--- config.mk ---
export PLATFORM = sky130hd
export DESIGN_NAME = mux_4_1_rr_arbiter
export DESIGN_NICKNAME = d
export VERILOG_FILES = /design/src/rtl/mux_arb_pkg.sv /design/src/rtl/rr_pick4.sv /design/src/rtl/mux_4_1_rr_arbiter.sv
export SDC_FILE = /design/constraint.sdc
export NUM_CORES = 1
export LEC_CHECK = 0
export CAP_MARGIN = 20
export CORE_MARGIN = 2
export CORE_UTILIZATION = 40
export CTS_CLUSTER_DIAMETER = 200
export DETAILED_ROUTE_END_ITERATION = 8
export PLACE_DENSITY = 0.68
export SLEW_MARGIN = 20
export SYNTH_ARGS = -nofsm -noshare
export SYNTH_HDL_FRONTEND = slang
export SYNTH_SLANG_ARGS = --single-unit
--- constraint.sdc ---
create_clock -name clk -period 2.58 [get_ports clk]
set_input_delay 0.516 -clock clk [delete_from_list [all_inputs] [get_ports clk]]
set_output_delay 0.516 -clock clk [all_outputs]
set_load 0.005 [all_outputs]
--- src/rtl/mux_arb_pkg.sv ---
// Shared types and constants for the 4-source round-robin mux arbiter.
package mux_arb_pkg;

    localparam int NUM_REQ = 4;
    localparam int SEL_W   = 2;

    typedef enum logic {IDLE, GRANT} arb_state_t;
    typedef logic [SEL_W-1:0] sel_t;

    function automatic logic [NUM_REQ-1:0] onehot(input sel_t idx);
        return NUM_REQ'(1) << idx;
    endfunction

endpackage

--- src/rtl/rr_pick4.sv ---
// Combinational rotating-priority picker: first eligible request after `last`.
module rr_pick4
    import mux_arb_pkg::*;
(
    input  logic [NUM_REQ-1:0] req,
    input  logic [NUM_REQ-1:0] mask,
    input  sel_t               last,
    output sel_t               idx,
    output logic               found
);

    logic [NUM_REQ-1:0] eligible;
    sel_t               cand;

    // Scan last+1, last+2, ... wrapping; sel_t arithmetic provides the mod-4 wrap.
    always_comb begin
        eligible = req & ~mask;
        idx      = '0;
        found    = 1'b0;
        cand     = '0;
        for (int i = 1; i <= NUM_REQ; i++) begin
            cand = last + sel_t'(i);
            if (!found && eligible[cand]) begin
                idx   = cand;
                found = 1'b1;
            end
        end
    end

endmodule

--- src/rtl/mux_4_1_rr_arbiter.sv ---
// Round-robin arbiter driving the select lines of mux_4_1.
// Optional grant-tenure timeout with preemption: define MUX_ARB_TIMEOUT_EN.
module mux_4_1_rr_arbiter
    import mux_arb_pkg::*;
#(
    parameter int HOLD_MAX = 16
) (
    input  logic               clk,
    input  logic               rst_n,
    input  logic [NUM_REQ-1:0] req,
    output logic [NUM_REQ-1:0] gnt,
    output logic               sel0,
    output logic               sel1,
    output logic               valid,
    output logic               preempt
);

    if (HOLD_MAX < 2 || HOLD_MAX > 255) begin : g_hold_range
        $error("HOLD_MAX must be within 2..255");
    end

    arb_state_t         state_q, state_d;
    sel_t               owner_q, owner_d;
    sel_t               last_q, last_d;
    logic [NUM_REQ-1:0] gnt_q, gnt_d;
    logic               valid_q, valid_d;
    logic               preempt_q, preempt_d;

    logic [NUM_REQ-1:0] pick_mask;
    sel_t               pick_last;
    sel_t               pick_idx;
    logic               pick_found;
    logic               in_grant;
    logic               owner_req;
    logic               timeout;
    logic               rotate;
    logic               new_grant;

    assign in_grant  = (state_q == GRANT);
    assign owner_req = req[owner_q];
    // While granted, the owner is excluded and the scan starts just after it.
    assign pick_mask = in_grant ? onehot(owner_q) : '0;
    assign pick_last = in_grant ? owner_q : last_q;

    rr_pick4 u_pick (
        .req   (req),
        .mask  (pick_mask),
        .last  (pick_last),
        .idx   (pick_idx),
        .found (pick_found)
    );

`ifdef MUX_ARB_TIMEOUT_EN
    localparam int               CNT_W   = $clog2(HOLD_MAX + 1);
    localparam logic [CNT_W-1:0] CNT_MAX = CNT_W'(HOLD_MAX - 1);

    logic [CNT_W-1:0] cnt_q;

    // Only preempt when someone else is actually waiting.
    assign timeout = in_grant && owner_req && (cnt_q == CNT_MAX) && pick_found;

    always_ff @(posedge clk or negedge rst_n) begin
        if (!rst_n) begin
            cnt_q <= '0;
        end else if (new_grant) begin
            cnt_q <= '0;
        end else if (in_grant && (cnt_q != CNT_MAX)) begin
            cnt_q <= cnt_q + CNT_W'(1);
        end
    end
`else
    assign timeout = 1'b0;
`endif

    always_comb begin
        state_d   = state_q;
        owner_d   = owner_q;
        last_d    = last_q;
        gnt_d     = gnt_q;
        valid_d   = valid_q;
        preempt_d = 1'b0;
        new_grant = 1'b0;
        rotate    = in_grant && (!owner_req || timeout);

        if (rotate) begin
            last_d = owner_q;
        end

        if ((!in_grant || rotate) && pick_found) begin
            state_d   = GRANT;
            owner_d   = pick_idx;
            gnt_d     = onehot(pick_idx);
            valid_d   = 1'b1;
            preempt_d = timeout;
            new_grant = 1'b1;
        end else if (rotate) begin
            // Select lines deliberately keep the last owner's index while idle.
            state_d = IDLE;
            gnt_d   = '0;
            valid_d = 1'b0;
        end
    end

    always_ff @(posedge clk or negedge rst_n) begin
        if (!rst_n) begin
            state_q   <= IDLE;
            owner_q   <= '0;
            last_q    <= sel_t'(NUM_REQ - 1);
            gnt_q     <= '0;
            valid_q   <= 1'b0;
            preempt_q <= 1'b0;
        end else begin
            state_q   <= state_d;
            owner_q   <= owner_d;
            last_q    <= last_d;
            gnt_q     <= gnt_d;
            valid_q   <= valid_d;
            preempt_q <= preempt_d;
        end
    end

    assign gnt     = gnt_q;
    assign sel0    = owner_q[0];
    assign sel1    = owner_q[1];
    assign valid   = valid_q;
    assign preempt = preempt_q;

endmodule

==> impl_metrics.tcl, run 1 <==
set metrics [dict create \
    run_status "finished clean" \
    area_growth_pct 22.6 \
    cts-buffers-inserted 3 \
    start_kind "input pin" \
    post-cts-setup-buffers 0 \
    end_kind "register" \
    synthesis.area_um2 619 \
    final_common_cell "clkdlybuf4s50_1" \
    die_y_um 43.4 \
    drive_gt1_share_pct 15.2 \
    yosysSeqAreaShare_pct 36.8 \
    ff_latch_area_um2 228 \
    root_buffer "clkbuf_4" \
    synth_ff_type "dfrtp_1" \
    fp.dieW_um 43.4 \
    grt_overflow_total 0 \
    drtIter0Drc 12 \
    grt_pass1_wl_um 2380 \
    clkLatencyLatePin_ps 250 \
    finalWeightedCongestion 0.847 \
    worstPathRequired_ps 2720 \
    fin_total_pwr_w 0.000792 \
    core_area_um2 1470 \
    diodes 0 \
    post-route-period-util_pct 80.0 \
    synth_area_per_cell_um2 9.38 \
    rsz0062_at_grt "false" \
    drt-met1-wl_um 656 \
    p_leak_nw 0.338 \
    final_nets 86 \
    drt-total-wl_um 1300 \
    tritoncts "yes" \
    nFillCells 154 \
    firstDrtPassIters 4 \
    syn-num-nets 72 \
    synth_edf_count 0 \
    io_pins 14 \
    start_util_pct 42.1 \
    crit_fanout 7 \
    period_minus_slack_ps 2060 \
    max-clock-path-buffers 2 \
    peakVddDrop_mv 0.507 \
    grt_pass1_vias 509 \
    report.final.hold_viol_count 0 \
    skew_ps 3.30 \
    ys_warn_count 0 \
    grt_max_degree 14 \
    powerDensity_nw_per_um2 1040 \
    synthCells 66 \
    fp-row-count 14 \
    synth_cell_types 30 \
    dr_wl_met3_um 47 \
    vias_per_cell 5.54 \
    tns_ps 0 \
    cts_sinks 9 \
    ctsHoldBuffers 0 \
    drtAntennaViolNets 0 \
    whs_ps 504 \
    clk_pin_slew_ps 60 \
    finalSetupViolations 0 \
    critPathKind "input pin to register" \
    fmax_mhz 485 \
    multi_input_area_um2 354 \
    final_cell_mix "clkdlybuf4s50_1, nand2_1, dfrtp_1" \
    dieArea_um2 1880 \
    maxCapViolCount 0 \
    final_max_slew_viol_count 0 \
    grtUsageTotal_pct 17.9 \
    cts_resized 0 \
    synth_seq_cells 9 \
    route.detailed.drc 0 \
    hold_path_class "register to register" \
    arrival_ps 2210 \
    hpwlAfterDp_um 978 \
    fin_util_pct 51.6 \
    setup_ws_ps 517 \
    h-tree-depth 1 \
    pre_cts_slack_ps 263 \
    async_reset_ff_share_pct 100 \
    wl_per_cell_um 13.7 \
    port_buffers 12 \
    vias 526 \
    antenna_found_initial 0 \
    wl_met2_um 586 \
    highest_layer "met4" \
]
==> sequential cells by signal (all words and copies together), names as in the netlist <==
name / flops
gnt: 4
last_q: 2
owner_q: 2
valid: 1
==> routing by layer <==
metal | track usage (%) | up-vias
met5 | 0 | -
met4 | 10.9 | 0
met3 | 2.50 | 2
met2 | 26.0 | 11
met1 | 25.3 | 246
li1 | - | 267
==> power breakdown <==
group / leakage [nW] / switching, W / total (W) / internal, W
registers: 0.107 / 0.0000774 / 0.000285 / 0.000207
clock network: 0.0150 / 0.0000466 / 0.000106 / 0.0000594
logic: 0.215 / 0.000177 / 0.000402 / 0.000224
total: 0.338 / 0.000301 / 0.000792 / 0.000491
==> worst max-delay path, stage by stage <==
cell and delay [ps]:
clkdlybuf4s50_1 620, mux2i_1 110, o22a_1 240, a221o_1 370, o31a_1 130, a22o_1 210
==> final cells by class <==
class / count / area share [%]
sequential: 9 / 30.0
tap: 16 / 2.64
inverter: 3 / 1.48
timing repair buffer: 12 / 15.8
multi-input combinational: 51 / 46.6
clock buffer: 4 / 3.46
==> Yosys cell counts, types with 2 or more instances <==
master	n	share of area (%)
nor2_1	5	3.0
o21ai_1	3	2.4
o21ai_0	3	2.4
buf_4	2	2.4
mux2i_1	5	8.1
inv_1	3	1.8
nand2_1	10	6.1
a31oi_1	4	4.0
dfrtp_1	7	28
dfstp_2	2	8.5
a22o_1	2	2.8
nand2b_1	2	2.0
==> path summary, 6_finish.rpt <==
path                        endpoint   start  cells after the start  slack [ps]
max                           gnt[1]  req[0]                      6         520
min                           gnt[3]  gnt[3]                      2         500
max reg2reg                   gnt[1]   valid                      5         740
min reg2reg                   gnt[3]  gnt[3]                      2         500
max in group asynchronous  last_q[0]   rst_n                      1        1710
min in group asynchronous     gnt[3]   rst_n                      1         550
==> metrics by stage <==
stage               std cells  instance area, µm²
floorplan                  66                 619
global placement           91                 733
detailed placement         91                 733
CTS                        95                 759
global route               95                 759
finish                     95                 759
==> kinds of logic after synthesis <==
family | share of synthesized area [%]
other | 0.605
and+or+nand+nor | 18.4
DFF | 36.8
AOI/OAI and AO/OA | 24.0
muxes | 14.1
buffers and inverters | 6.06
Note: power is estimated with default switching activity, not from simulation.
==> run 2, diff against run 1 <==
==> constraint.sdc (replaced) <==
create_clock -name clk -period 1.94 [get_ports clk]
set_input_delay 0.388 -clock clk [delete_from_list [all_inputs] [get_ports clk]]
set_output_delay 0.388 -clock clk [all_outputs]
set_load 0.005 [all_outputs]
==> impl_metrics.tcl, run 2 (same netlist as run 1, synthesis figures left out) <==
set metrics [dict create \
    tns_ps 0 \
    clk_pin_slew_ps 60 \
    firstDrtPassIters 4 \
    max-clock-path-buffers 2 \
    root_buffer "clkbuf_4" \
    nFillCells 136 \
    drtIter0Drc 12 \
    instances_no_fill 103 \
    reg2regPathDepth 5 \
    critPathKind "input pin to register" \
    powerDensity_nw_per_um2 1350 \
    wl_per_cell_um 13.5 \
    period_minus_slack_ps 1840 \
    clkLatencyLatePin_ps 260 \
    end_kind "register" \
    start_util_pct 42.1 \
    p_leak_nw 0.375 \
    drtAntennaViolNets 0 \
    rsz0062_at_grt "false" \
    fp.dieW_um 43.4 \
    dp_cells 99 \
    grt_pass1_vias 525 \
    largest_reg_flops 4 \
    drive_gt1_share_pct 25.3 \
    final_nets 94 \
    post-cts-setup-buffers 0 \
    ctsHoldBuffers 0 \
    peakVddDrop_mv 0.802 \
    start_kind "input pin" \
    grtUsageTotal_pct 16.6 \
    fin_util_pct 55.9 \
    vias 572 \
    fin_total_pwr_w 0.00111 \
    post-route-period-util_pct 95.1 \
    core_area_um2 1470 \
    finalSetupViolations 0 \
    crit_fanout 5 \
    io_pins 14 \
    hold_path_class "input pin to asynchronous set/reset pin" \
    grt_pass1_wl_um 2370 \
    port_buffers 12 \
    finalWeightedCongestion 0.810 \
    dieArea_um2 1880 \
    area_growth_pct 32.7 \
    diodes 0 \
    antenna_found_initial 0 \
    cts_sinks 9 \
    whs_ps 420 \
    arrival_ps 1960 \
    report.final.hold_viol_count 0 \
    run_status "finished clean" \
    route.detailed.drc 0 \
    drt-total-wl_um 1390 \
    fmax_mhz 542 \
    die_y_um 43.4 \
    maxCapViolCount 0 \
    final_common_cell "clkdlybuf4s50_1" \
    vias_per_cell 5.55 \
    cts_resized 0 \
    final_max_slew_viol_count 0 \
    skew_ps 3.82 \
    hpwlAfterDp_um 1040 \
    cts-buffers-inserted 3 \
    final_cell_mix "clkdlybuf4s50_1, nand2_1, buf_4" \
    grt_max_degree 14 \
    worstPathRequired_ps 2050 \
    tritoncts "yes" \
    fp-row-count 14 \
    h-tree-depth 1 \
    grt_overflow_total 0 \
]
-- run 2: changes by cell type in the layout (fill, tap and decap cells not counted), sizes merged --
cell / previous run / this run
buf: 0 / 8
-- run 2: power by group --
| group | internal, W | switching (W) | total [W] |
|---|---|---|---|
| combinational | 0.000335 | 0.000252 | 0.000587 |
| clock | 0.0000790 | 0.0000614 | 0.000140 |
| sequential | 0.000279 | 0.000102 | 0.000381 |
| total | 0.000693 | 0.000415 | 0.00111 |
-- run 2: worst paths after layout --
check,to,slack (ps),startpoint
max,owner_q[0],100,req[0]
min,gnt[3],420,rst_n
max reg2reg,owner_q[0],150,last_q[0]
min reg2reg,last_q[1],500,last_q[1]
max in group asynchronous,last_q[1],1200,rst_n
min in group clk,last_q[1],500,last_q[1]
-- run 2: final cells by class --
| class | count | area [µm²] | share of cell area (%) |
|---|---|---|---|
| Clock buffer | 4 | 26.3 | 3.20 |
| Inverter | 3 | 11.3 | 1.37 |
| Multi-Input combinational cell | 51 | 354 | 43.1 |
| Sequential cell | 9 | 230 | 28.0 |
| Tap cell | 16 | 20.0 | 2.44 |
| Timing Repair Buffer | 20 | 180 | 21.9 |
-- run 2: routing by layer --
layer	share of wire (%)	wire length, µm	track usage, %
met3	6.0	83	2.08
met4	1.4	20	10.9
met2	43	606	23.0
met1	49	683	24.2
met5	0	0	0
-- run 2: critical path, cell delays in order --
cell and delay [ps]:
clkdlybuf4s50_1 550, mux2i_1 100, o22a_1 230, a221o_1 370, o31ai_1 140, o21ai_0 170
-- run 2: metrics by stage --
stage	setup WS [ps]	area, µm²
3_5_place_dp	-145	793
4_1_cts	103	820
2_1_floorplan	326	619
5_1_grt	2.54	822
3_3_place_gp	-126	793
6_report	95.4	822
==> run 3, diff against run 2 <==
--- a/config.mk
+++ b/config.mk
@@ -11,7 +11,6 @@
 export CTS_CLUSTER_DIAMETER = 200
 export DETAILED_ROUTE_END_ITERATION = 8
 export PLACE_DENSITY = 0.68
-export SLEW_MARGIN = 20
 export SYNTH_ARGS = -nofsm -noshare
 export SYNTH_HDL_FRONTEND = slang
 export SYNTH_SLANG_ARGS = --single-unit
==> results of run 3 <==
Final layout, timing and power as in run 2 (identical DEF).
